<file path="src/rtl/cint_sequencer_if.sv">
// Memory request port shared by the CINT sequencer (master) and the memory arbiter (slave).
interface cint_sequencer_if;
    logic        mem_req;
    logic        mem_we;
    logic [15:0] mem_addr;
    logic [7:0]  mem_wdata;
    logic [7:0]  mem_rdata;
    logic        mem_ack;

    modport master (
        output mem_req,
        output mem_we,
        output mem_addr,
        output mem_wdata,
        input  mem_rdata,
        input  mem_ack
    );

    modport slave (
        input  mem_req,
        input  mem_we,
        input  mem_addr,
        input  mem_wdata,
        output mem_rdata,
        output mem_ack
    );
endinterface

</file>
<file path="src/rtl/cint_sequencer.sv">
// CINT sequencer: pushes the return PC, fetches the handler vector, then loads PC and SP.
// Every output is a flop whose next value is chosen alongside the next state.
module cint_sequencer #(
    parameter logic [15:0] VEC_BASE = 16'h0000,
    parameter logic [15:0] IOP_BASE = 16'hFF00
) (
    input  logic                    clk,
    input  logic                    not_reset,
    input  logic                    enable_cint,
    input  logic                    PA_Select_IOP_low,
    input  logic [3:0]              cint_vec,
    input  logic [15:0]             pc_in,
    input  logic [15:0]             sp_in,
    cint_sequencer_if.master        mem,
    output logic                    pc_load,
    output logic [15:0]             pc_out,
    output logic                    sp_load,
    output logic [15:0]             sp_out,
    output logic                    not_busy
);

    localparam logic [2:0] S_IDLE     = 3'd0;
    localparam logic [2:0] S_PUSH_HI  = 3'd1;
    localparam logic [2:0] S_PUSH_LO  = 3'd2;
    localparam logic [2:0] S_FETCH_HI = 3'd3;
    localparam logic [2:0] S_FETCH_LO = 3'd4;
    localparam logic [2:0] S_LOAD     = 3'd5;

    logic [2:0]  state_q, state_d;
    logic [15:0] pc_q, pc_d;
    logic [15:0] sp_q, sp_d;
    logic [3:0]  vec_q, vec_d;
    logic        iop_q, iop_d;
    logic [7:0]  handler_hi_q, handler_hi_d;

    logic        mem_req_q, mem_req_d;
    logic        mem_we_q, mem_we_d;
    logic [15:0] mem_addr_q, mem_addr_d;
    logic [7:0]  mem_wdata_q, mem_wdata_d;
    logic        pc_load_q, pc_load_d;
    logic        sp_load_q, sp_load_d;
    logic [15:0] pc_out_q, pc_out_d;
    logic [15:0] sp_out_q, sp_out_d;
    logic        not_busy_q, not_busy_d;

    logic [15:0] vec_addr;

    assign vec_addr = (iop_q ? IOP_BASE : VEC_BASE) + {11'd0, vec_q, 1'b0};

    always_comb begin
        state_d      = state_q;
        pc_d         = pc_q;
        sp_d         = sp_q;
        vec_d        = vec_q;
        iop_d        = iop_q;
        handler_hi_d = handler_hi_q;
        mem_req_d    = mem_req_q;
        mem_we_d     = mem_we_q;
        mem_addr_d   = mem_addr_q;
        mem_wdata_d  = mem_wdata_q;
        pc_load_d    = 1'b0;
        sp_load_d    = 1'b0;
        pc_out_d     = pc_out_q;
        sp_out_d     = sp_out_q;
        not_busy_d   = not_busy_q;

        // Each memory state stays put until acked, then sets up the next request.
        case (state_q)
            S_IDLE: begin
                if (enable_cint) begin
                    pc_d        = pc_in;
                    sp_d        = sp_in;
                    vec_d       = cint_vec;
                    iop_d       = PA_Select_IOP_low;
                    state_d     = S_PUSH_HI;
                    mem_req_d   = 1'b1;
                    mem_we_d    = 1'b1;
                    mem_addr_d  = sp_in - 16'd1;
                    mem_wdata_d = pc_in[15:8];
                    not_busy_d  = 1'b0;
                end
            end
            S_PUSH_HI: begin
                if (mem.mem_ack) begin
                    state_d     = S_PUSH_LO;
                    mem_addr_d  = sp_q - 16'd2;
                    mem_wdata_d = pc_q[7:0];
                end
            end
            S_PUSH_LO: begin
                if (mem.mem_ack) begin
                    state_d    = S_FETCH_HI;
                    mem_we_d   = 1'b0;
                    mem_addr_d = vec_addr;
                end
            end
            S_FETCH_HI: begin
                if (mem.mem_ack) begin
                    state_d      = S_FETCH_LO;
                    handler_hi_d = mem.mem_rdata;
                    mem_addr_d   = vec_addr + 16'd1;
                end
            end
            S_FETCH_LO: begin
                // The low handler byte goes straight into pc_out so LOAD needs no extra cycle.
                if (mem.mem_ack) begin
                    state_d   = S_LOAD;
                    mem_req_d = 1'b0;
                    mem_we_d  = 1'b0;
                    pc_load_d = 1'b1;
                    sp_load_d = 1'b1;
                    pc_out_d  = {handler_hi_q, mem.mem_rdata};
                    sp_out_d  = sp_q - 16'd2;
                end
            end
            S_LOAD: begin
                state_d    = S_IDLE;
                not_busy_d = 1'b1;
            end
            default: begin
                state_d    = S_IDLE;
                mem_req_d  = 1'b0;
                mem_we_d   = 1'b0;
                not_busy_d = 1'b1;
            end
        endcase
    end

    always_ff @(posedge clk) begin
        if (!not_reset) begin
            state_q      <= S_IDLE;
            pc_q         <= 16'd0;
            sp_q         <= 16'd0;
            vec_q        <= 4'd0;
            iop_q        <= 1'b0;
            handler_hi_q <= 8'd0;
            mem_req_q    <= 1'b0;
            mem_we_q     <= 1'b0;
            mem_addr_q   <= 16'd0;
            mem_wdata_q  <= 8'd0;
            pc_load_q    <= 1'b0;
            sp_load_q    <= 1'b0;
            pc_out_q     <= 16'd0;
            sp_out_q     <= 16'd0;
            not_busy_q   <= 1'b1;
        end else begin
            state_q      <= state_d;
            pc_q         <= pc_d;
            sp_q         <= sp_d;
            vec_q        <= vec_d;
            iop_q        <= iop_d;
            handler_hi_q <= handler_hi_d;
            mem_req_q    <= mem_req_d;
            mem_we_q     <= mem_we_d;
            mem_addr_q   <= mem_addr_d;
            mem_wdata_q  <= mem_wdata_d;
            pc_load_q    <= pc_load_d;
            sp_load_q    <= sp_load_d;
            pc_out_q     <= pc_out_d;
            sp_out_q     <= sp_out_d;
            not_busy_q   <= not_busy_d;
        end
    end

    assign mem.mem_req   = mem_req_q;
    assign mem.mem_we    = mem_we_q;
    assign mem.mem_addr  = mem_addr_q;
    assign mem.mem_wdata = mem_wdata_q;
    assign pc_load       = pc_load_q;
    assign sp_load       = sp_load_q;
    assign pc_out        = pc_out_q;
    assign sp_out        = sp_out_q;
    assign not_busy      = not_busy_q;

endmodule

</file>
<file path="src/flat_wrapper.sv">
// flat-port wrapper written by rule: the top's interface ports become plain ports
module cint_sequencer_flat 
#(
    parameter logic [15:0] VEC_BASE = 16'h0000,
    parameter logic [15:0] IOP_BASE = 16'hFF00
)
  (clk, not_reset, enable_cint, PA_Select_IOP_low, cint_vec, pc_in, sp_in, pc_load, pc_out, sp_load, sp_out, not_busy, mem_mem_req, mem_mem_we, mem_mem_addr, mem_mem_wdata, mem_mem_rdata, mem_mem_ack);
  cint_sequencer_if mem_i ();
  input  logic clk;
  input  logic not_reset;
  input  logic enable_cint;
  input  logic PA_Select_IOP_low;
  input  logic [3:0] cint_vec;
  input  logic [15:0] pc_in;
  input  logic [15:0] sp_in;
  output logic pc_load;
  output logic [15:0] pc_out;
  output logic sp_load;
  output logic [15:0] sp_out;
  output logic not_busy;
  output wire logic [$bits(mem_i.mem_req)-1:0] mem_mem_req;
  output wire logic [$bits(mem_i.mem_we)-1:0] mem_mem_we;
  output wire logic [$bits(mem_i.mem_addr)-1:0] mem_mem_addr;
  output wire logic [$bits(mem_i.mem_wdata)-1:0] mem_mem_wdata;
  input wire logic [$bits(mem_i.mem_rdata)-1:0] mem_mem_rdata;
  input wire logic [$bits(mem_i.mem_ack)-1:0] mem_mem_ack;
  assign mem_mem_req = mem_i.mem_req;
  assign mem_mem_we = mem_i.mem_we;
  assign mem_mem_addr = mem_i.mem_addr;
  assign mem_mem_wdata = mem_i.mem_wdata;
  assign mem_i.mem_rdata = mem_mem_rdata;
  assign mem_i.mem_ack = mem_mem_ack;
  cint_sequencer #(.VEC_BASE(VEC_BASE), .IOP_BASE(IOP_BASE)) u_core (.clk(clk), .not_reset(not_reset), .enable_cint(enable_cint), .PA_Select_IOP_low(PA_Select_IOP_low), .cint_vec(cint_vec), .pc_in(pc_in), .sp_in(sp_in), .mem(mem_i), .pc_load(pc_load), .pc_out(pc_out), .sp_load(sp_load), .sp_out(sp_out), .not_busy(not_busy));
endmodule
</file>
<file path="config.mk">
export PLATFORM = sky130hd
export DESIGN_NAME = cint_sequencer_flat
export DESIGN_NICKNAME = d
export VERILOG_FILES = /design/src/rtl/cint_sequencer_if.sv /design/src/rtl/cint_sequencer.sv /design/src/flat_wrapper.sv
export SDC_FILE = /design/constraint.sdc
export NUM_CORES = 1
export LEC_CHECK = 0
export BUFFER_PORTS_ARGS = -buffer_cell sky130_fd_sc_hd__buf_4
export CAP_MARGIN = 30
export CELL_PAD_IN_SITES_DETAIL_PLACEMENT = 0
export CELL_PAD_IN_SITES_GLOBAL_PLACEMENT = 1
export CORE_ASPECT_RATIO = 0.8
export CORE_MARGIN = 2
export CORE_UTILIZATION = 34
export CTS_CLUSTER_DIAMETER = 100
export CTS_CLUSTER_SIZE = 24
export DETAILED_ROUTE_END_ITERATION = 16
export GPL_ROUTABILITY_DRIVEN = 0
export PLACE_DENSITY_LB_ADDON = 0.1
export SLEW_MARGIN = 20
export SYNTH_ARGS = -nofsm -noshare
export SYNTH_HDL_FRONTEND = slang
export SYNTH_SLANG_ARGS = --single-unit
</file>
<file path="constraint.sdc">
create_clock -name clk -period 2.6 [get_ports clk]
set_input_delay 0.39 -clock clk [delete_from_list [all_inputs] [get_ports clk]]
set_output_delay 0.39 -clock clk [all_outputs]
set_load 0.01 [all_outputs]
</file>
---- After elaboration in Yosys (flattened, before gate mapping) ----
Cells that the tools add are included.
operators by class
  $add $sub $neg .......................... 4
  equality and inequality tests ........... 11
  muxes and demuxes ....................... 22
  bitwise operators ....................... 3
  reduce and logical (&&, ||, !) cells .... 17
operators with widths
  kind                                                                   number
  16-bit 2-to-1 mux                                                      5
  16-bit one-hot mux with 4 select lines                                 1
  16-bit by 1-bit adder with 16-bit output, second input constant        1
  16-bit by 5-bit adder with 16-bit output                               1
  8-bit 2-to-1 mux                                                       2
  8-bit one-hot mux with 2 select lines                                  1
  16-bit by 1-bit subtractor with 16-bit output, second input constant   1
  16-bit by 2-bit subtractor with 16-bit output, second input constant   1
  3-bit 2-to-1 mux                                                       5
  3-bit one-hot mux with 5 select lines                                  1
  2-bit != test, second input constant                                   5
  2-bit AND reduction                                                    5
  5-bit AND reduction                                                    2
  3-bit AND reduction                                                    3
  4-bit OR reduction                                                     2
  3-bit by 2-bit equality test with 1-bit output, second input constant  2
  3-bit equality test, second input constant                             2
  1-bit one-hot mux with 3 select lines                                  2
  1-bit 2-to-1 mux                                                       4
  4-bit nonzero test                                                     1
  3-bit by 1-bit equality test with 1-bit output, second input constant  1
  3-bit zero test                                                        1
  1-bit inverter                                                         3
  3-bit OR reduction                                                     1
  other kinds (4)                                                        4
storage, ports and cells
  bits in registers ....................... 100
  logic and storage cells ................. 71

---- Depth between registers and ports, before layout ----
  word-level depth ........................ 5
  depth in mapped cells ................... 8
  gate-level depth less buffers ........... 7

---- Least setup slack after synthesis ----
No wires, ideal clock.
  path type ............................... input to register
  start ................................... input port sp_in[0]
  end ..................................... register u_core.mem_addr_q[12], in the netlist u_core.mem.mem_addr[12]
  setup time .............................. 87 ps
  data arrival time ....................... 1792 ps
  required time ........................... 2513 ps
  setup slack ............................. 721 ps
  stages .................................. 8
  path buffers ............................ 1
  path through ............................ inv_1 ha_1 or4b_1 clkbuf_1 nor4_1 xor2_1 nor2_1 o31ai_1
between the ends
  longest elaborated chain between the ends .. 3
RTL lines
  element                                        line                   source
  start: declaration                             flat_wrapper.sv:15     input logic [15:0] sp_in;
  16-bit by 1-bit subtractor with 16-bit output  cint_sequencer.sv:78   mem_addr_d = sp_in - 16'd1;
  16-bit 2-to-1 mux                              cint_sequencer.sv:70   if (enable_cint) begin
  16-bit one-hot mux with 4 select lines         cint_sequencer.sv:68   case (state_q)
  end signal: assignment                         cint_sequencer.sv:155  mem_addr_q <= mem_addr_d;
  end: declaration                               cint_sequencer.sv:38   logic [15:0] mem_addr_q, mem_addr_d;
Every way passes these cells. The select of a mux whose other input is x is not followed.
A chain may end at the register's enable or synchronous reset.

---- Worst setup path after layout ----
  start ................................... register u_core.state_q[1]
  end ..................................... register u_core.mem_addr_q[9], in the netlist u_core.mem.mem_addr[9]
between the ends
  longest elaborated chain between the ends .. 3
  elaborated cells on any way between the ends .. 11
RTL lines
  element                                                                 line                   source
  start: declaration                                                      cint_sequencer.sv:29   logic [2:0] state_q, state_d;
  start signal: assignment                                                cint_sequencer.sv:147  state_q <= state_d;
  3-bit by 1-bit equality test with 1-bit output (tied with other cells)  cint_sequencer.sv:68
  4-bit nonzero test (no line) or 2-bit != test (tied branches)           -
  5-bit AND reduction (no line)                                           -
Parallel ways exist; a longest one is shown, timed or not.

==> results_dict.tcl <==
set metrics [dict create \
    r2r_slack_ns 0.49 \
    final_cell_mix "nand2_1, buf_4, dfxtp_1, a21oi_1, nor2_1" \
    track_usage 0.189 \
    clk_pin_slew_ns 0.07 \
    ir_worst_vdd_v 0.000324 \
    drt_first_iter_violations 228 \
    finalCriticalPeriod_ns 2.11 \
    dpl.hpwl_um 9620 \
    wl_met2_um 5110 \
    setup_viol 0 \
    min_period_over_period 0.812 \
    ys_seq_elements 100 \
    via_count 4078 \
    diodes 0 \
    wl_per_cell_um 16.1 \
    placed_area_mm2 0.00539 \
    combPwrFrac 0.199 \
    core_area_mm2 0.0129 \
    wl_um 13300 \
    grt_pass1_wl_um 20800 \
    final_common_cell "nand2_1" \
    rows 37 \
    maxSlewViolCount 0 \
    synth_cell_types 60 \
    area_growth_pct 27.0 \
    synth-async-reset-ratio 0 \
    dp.cells 807 \
    ctsHoldBuffers 0 \
    cts_resized 0 \
    pre_cts_ws_ns 0.458 \
    fin_area_mm2 0.00571 \
    wl_met1_um 6870 \
    clkLatencyLatePin_ns 0.35 \
    hold_class "in2reg" \
    worst_pin_slew_ns 0.714 \
    grt_pass1_vias 3757 \
    clk_path_buf_depth 2 \
    drive_above_1_share 0.248 \
    htreeDepth 3 \
    critical_path_arrival_ns 2.32 \
    synth-edff-count 0 \
    reg2reg_to "u_core.mem.mem_addr[9]" \
    post-cts-setup-buffers 0 \
    syn_nets 606 \
    power_density_mw_per_mm2 686 \
    ant_nets 0 \
    switching_power_mw 1.11 \
    finClkSkew_ns 0.00556 \
    finalHoldViolCount 0 \
    dieHeight_um 107 \
    crit_path_max_fanout 25 \
    synth_flop_cell "dfxtp_1" \
    dr.pass1.iters 5 \
    internal-power_mw 2.80 \
    power_frac_seq 0.440 \
    yosysSeqAreaShare 0.445 \
    postSynthAreaPerCell_um2 8.10 \
    max_slew_margin 0.519 \
    fp.dieArea_mm2 0.0142 \
    dr.max_layer_used "met4" \
    crit_path_end "u_core.mem.mem_addr[9]" \
    fin_tns_setup_ns 0 \
    synth_cells 555 \
    holdPathStages 3 \
    worst_slack_ns 0.488 \
    overflow 0 \
    switching_share 0.284 \
    rsz0062_at_grt "false" \
    num-nets-final 695 \
    antenna_found_initial 0 \
    cts_buffers 9 \
    final_cells 823 \
    cts_root_buf "clkbuf_16" \
    rr_startpoint "u_core.state_q[1]" \
    power_frac_clock 0.361 \
    cp.required_ns 2.81 \
    synth_warnings 0 \
    grt_max_degree 61 \
    cts_tree "yes" \
    crit_path_start "u_core.state_q[1]" \
    syn_area_mm2 0.00449 \
    wl_met3_um 1100 \
    outcome "complete, no violations" \
    cp-end-kind "flip-flop" \
    fillers 1350 \
    worst-r2r-cell-count 4 \
    worstSetupStartpointType "flip-flop" \
    criticalPathCategory "reg2reg" \
    drc_errors 0 \
    fmax_mhz 473 \
    port_buffers 109 \
    die_w_um 133 \
    p_leak_nw 2.31 \
    via_per_inst 4.96 \
    ioPinCount 110 \
    maxCapViolCount 0 \
    clock-sinks 100 \
    start_util 0.349 \
]
## metal layers
layer  track usage  vias up
met5             0        -
met1         0.286     1848
met3        0.0501       15
met4        0.0530        0
met2         0.258      153
li1              -     2062
## power groups by stage
stage | clock [mW] | sequential [mW] | combinational (mW)
after floorplan | 0 | 1.74 | 0.474
after global placement | 0 | 1.75 | 0.773
after detailed placement | 0 | 1.76 | 0.776
after CTS | 1.44 | 1.72 | 0.780
after global routing | 1.50 | 1.73 | 0.858
final | 1.41 | 1.72 | 0.781
## final cells by class
cell class                 count  area [µm²]  share of cell area
clock buffer                  10         229              0.0401
clock inverter                 5        77.6              0.0136
inverter                       9        33.8             0.00592
multi-input combinational    405        2240               0.392
sequential                   100        2000               0.351
tap                          175         219              0.0384
timing repair buffer         119         906               0.159
## how the worst min path moves through the flow
stage | startpoint | endpoint | slack, ns
2_1_floorplan | u_core.handler_hi_q[2] | u_core.pc_out[10] | 0.43
3_3_place_gp | u_core.handler_hi_q[7] | u_core.pc_out[15] | 0.44
3_5_place_dp | u_core.handler_hi_q[5] | u_core.pc_out[13] | 0.45
4_1_cts | pc_in[0] | u_core.pc_q[0] | 0.28
5_1_grt | pc_in[6] | u_core.pc_q[6] | 0.28
6_report | pc_in[1] | u_core.pc_q[1] | 0.29
## cell families (layout without fill, tap and decap cells)
kind of cell | after synthesis | count (layout) | share of synthesized area
AO/OA/AOI/OAI | 117 | 117 | 0.161
XOR/XNOR | 23 | 23 | 0.0448
buffers and inverters | 50 | 143 | 0.0562
flip-flops | 100 | 100 | 0.445
AND/OR/NAND/NOR | 247 | 247 | 0.249
adder cells (fa/ha/maj) | 2 | 2 | 0.00557
multiplexers | 16 | 16 | 0.0379
## sequential cells by signal, indices dropped and copies added, names as in the netlist, 3 cells and up
register and flops:
u_core.handler_hi_q 8, u_core.mem.mem_addr 16, u_core.mem.mem_wdata 8, u_core.pc_out 16, u_core.pc_q 8, u_core.sp_out 16, u_core.sp_q 16, u_core.state_q 3
u_core.vec_q 4
## synth_stat cells, types with 3 or more instances
cell type,number,area share
mux2_2,8,0.020
o21ai_0,8,0.0089
o221ai_1,3,0.0058
mux2i_1,8,0.018
clkbuf_8,5,0.015
a31oi_1,4,0.0056
xnor2_1,12,0.023
nand3_1,15,0.017
a211oi_1,7,0.012
buf_1,4,0.0033
dfxtp_1,100,0.45
buf_2,9,0.010
nand2b_1,5,0.0070
nor4_1,6,0.0084
xor2_1,11,0.021
nand2_1,122,0.10
nor3_1,14,0.016
nand4_1,3,0.0042
a21oi_1,69,0.077
inv_1,8,0.0067
nor2_1,56,0.047
o31ai_2,3,0.0084
o31ai_1,4,0.0067
or2_2,5,0.0070
clkbuf_1,22,0.018
## through the flow
| stage | util | hold slack [ns] | total power [mW] |
|---|---|---|---|
| final | 0.443 | 0.287 | 3.92 |
| after global routing | 0.443 | 0.281 | 4.09 |
| after CTS | 0.443 | 0.276 | 3.94 |
| after detailed placement | 0.419 | 0.447 | 2.53 |
| after global placement | 0.419 | 0.438 | 2.53 |
| after floorplan | - | 0.432 | 2.22 |
## worst max-delay path, stage by stage, from the launching register on
cell       delay [ns]
dfxtp_1          0.45
or3b_2           0.55
or2_2            0.52
nor3b_1          0.35
a2111oi_2        0.08
Note: power is estimated with default switching activity, not from simulation.
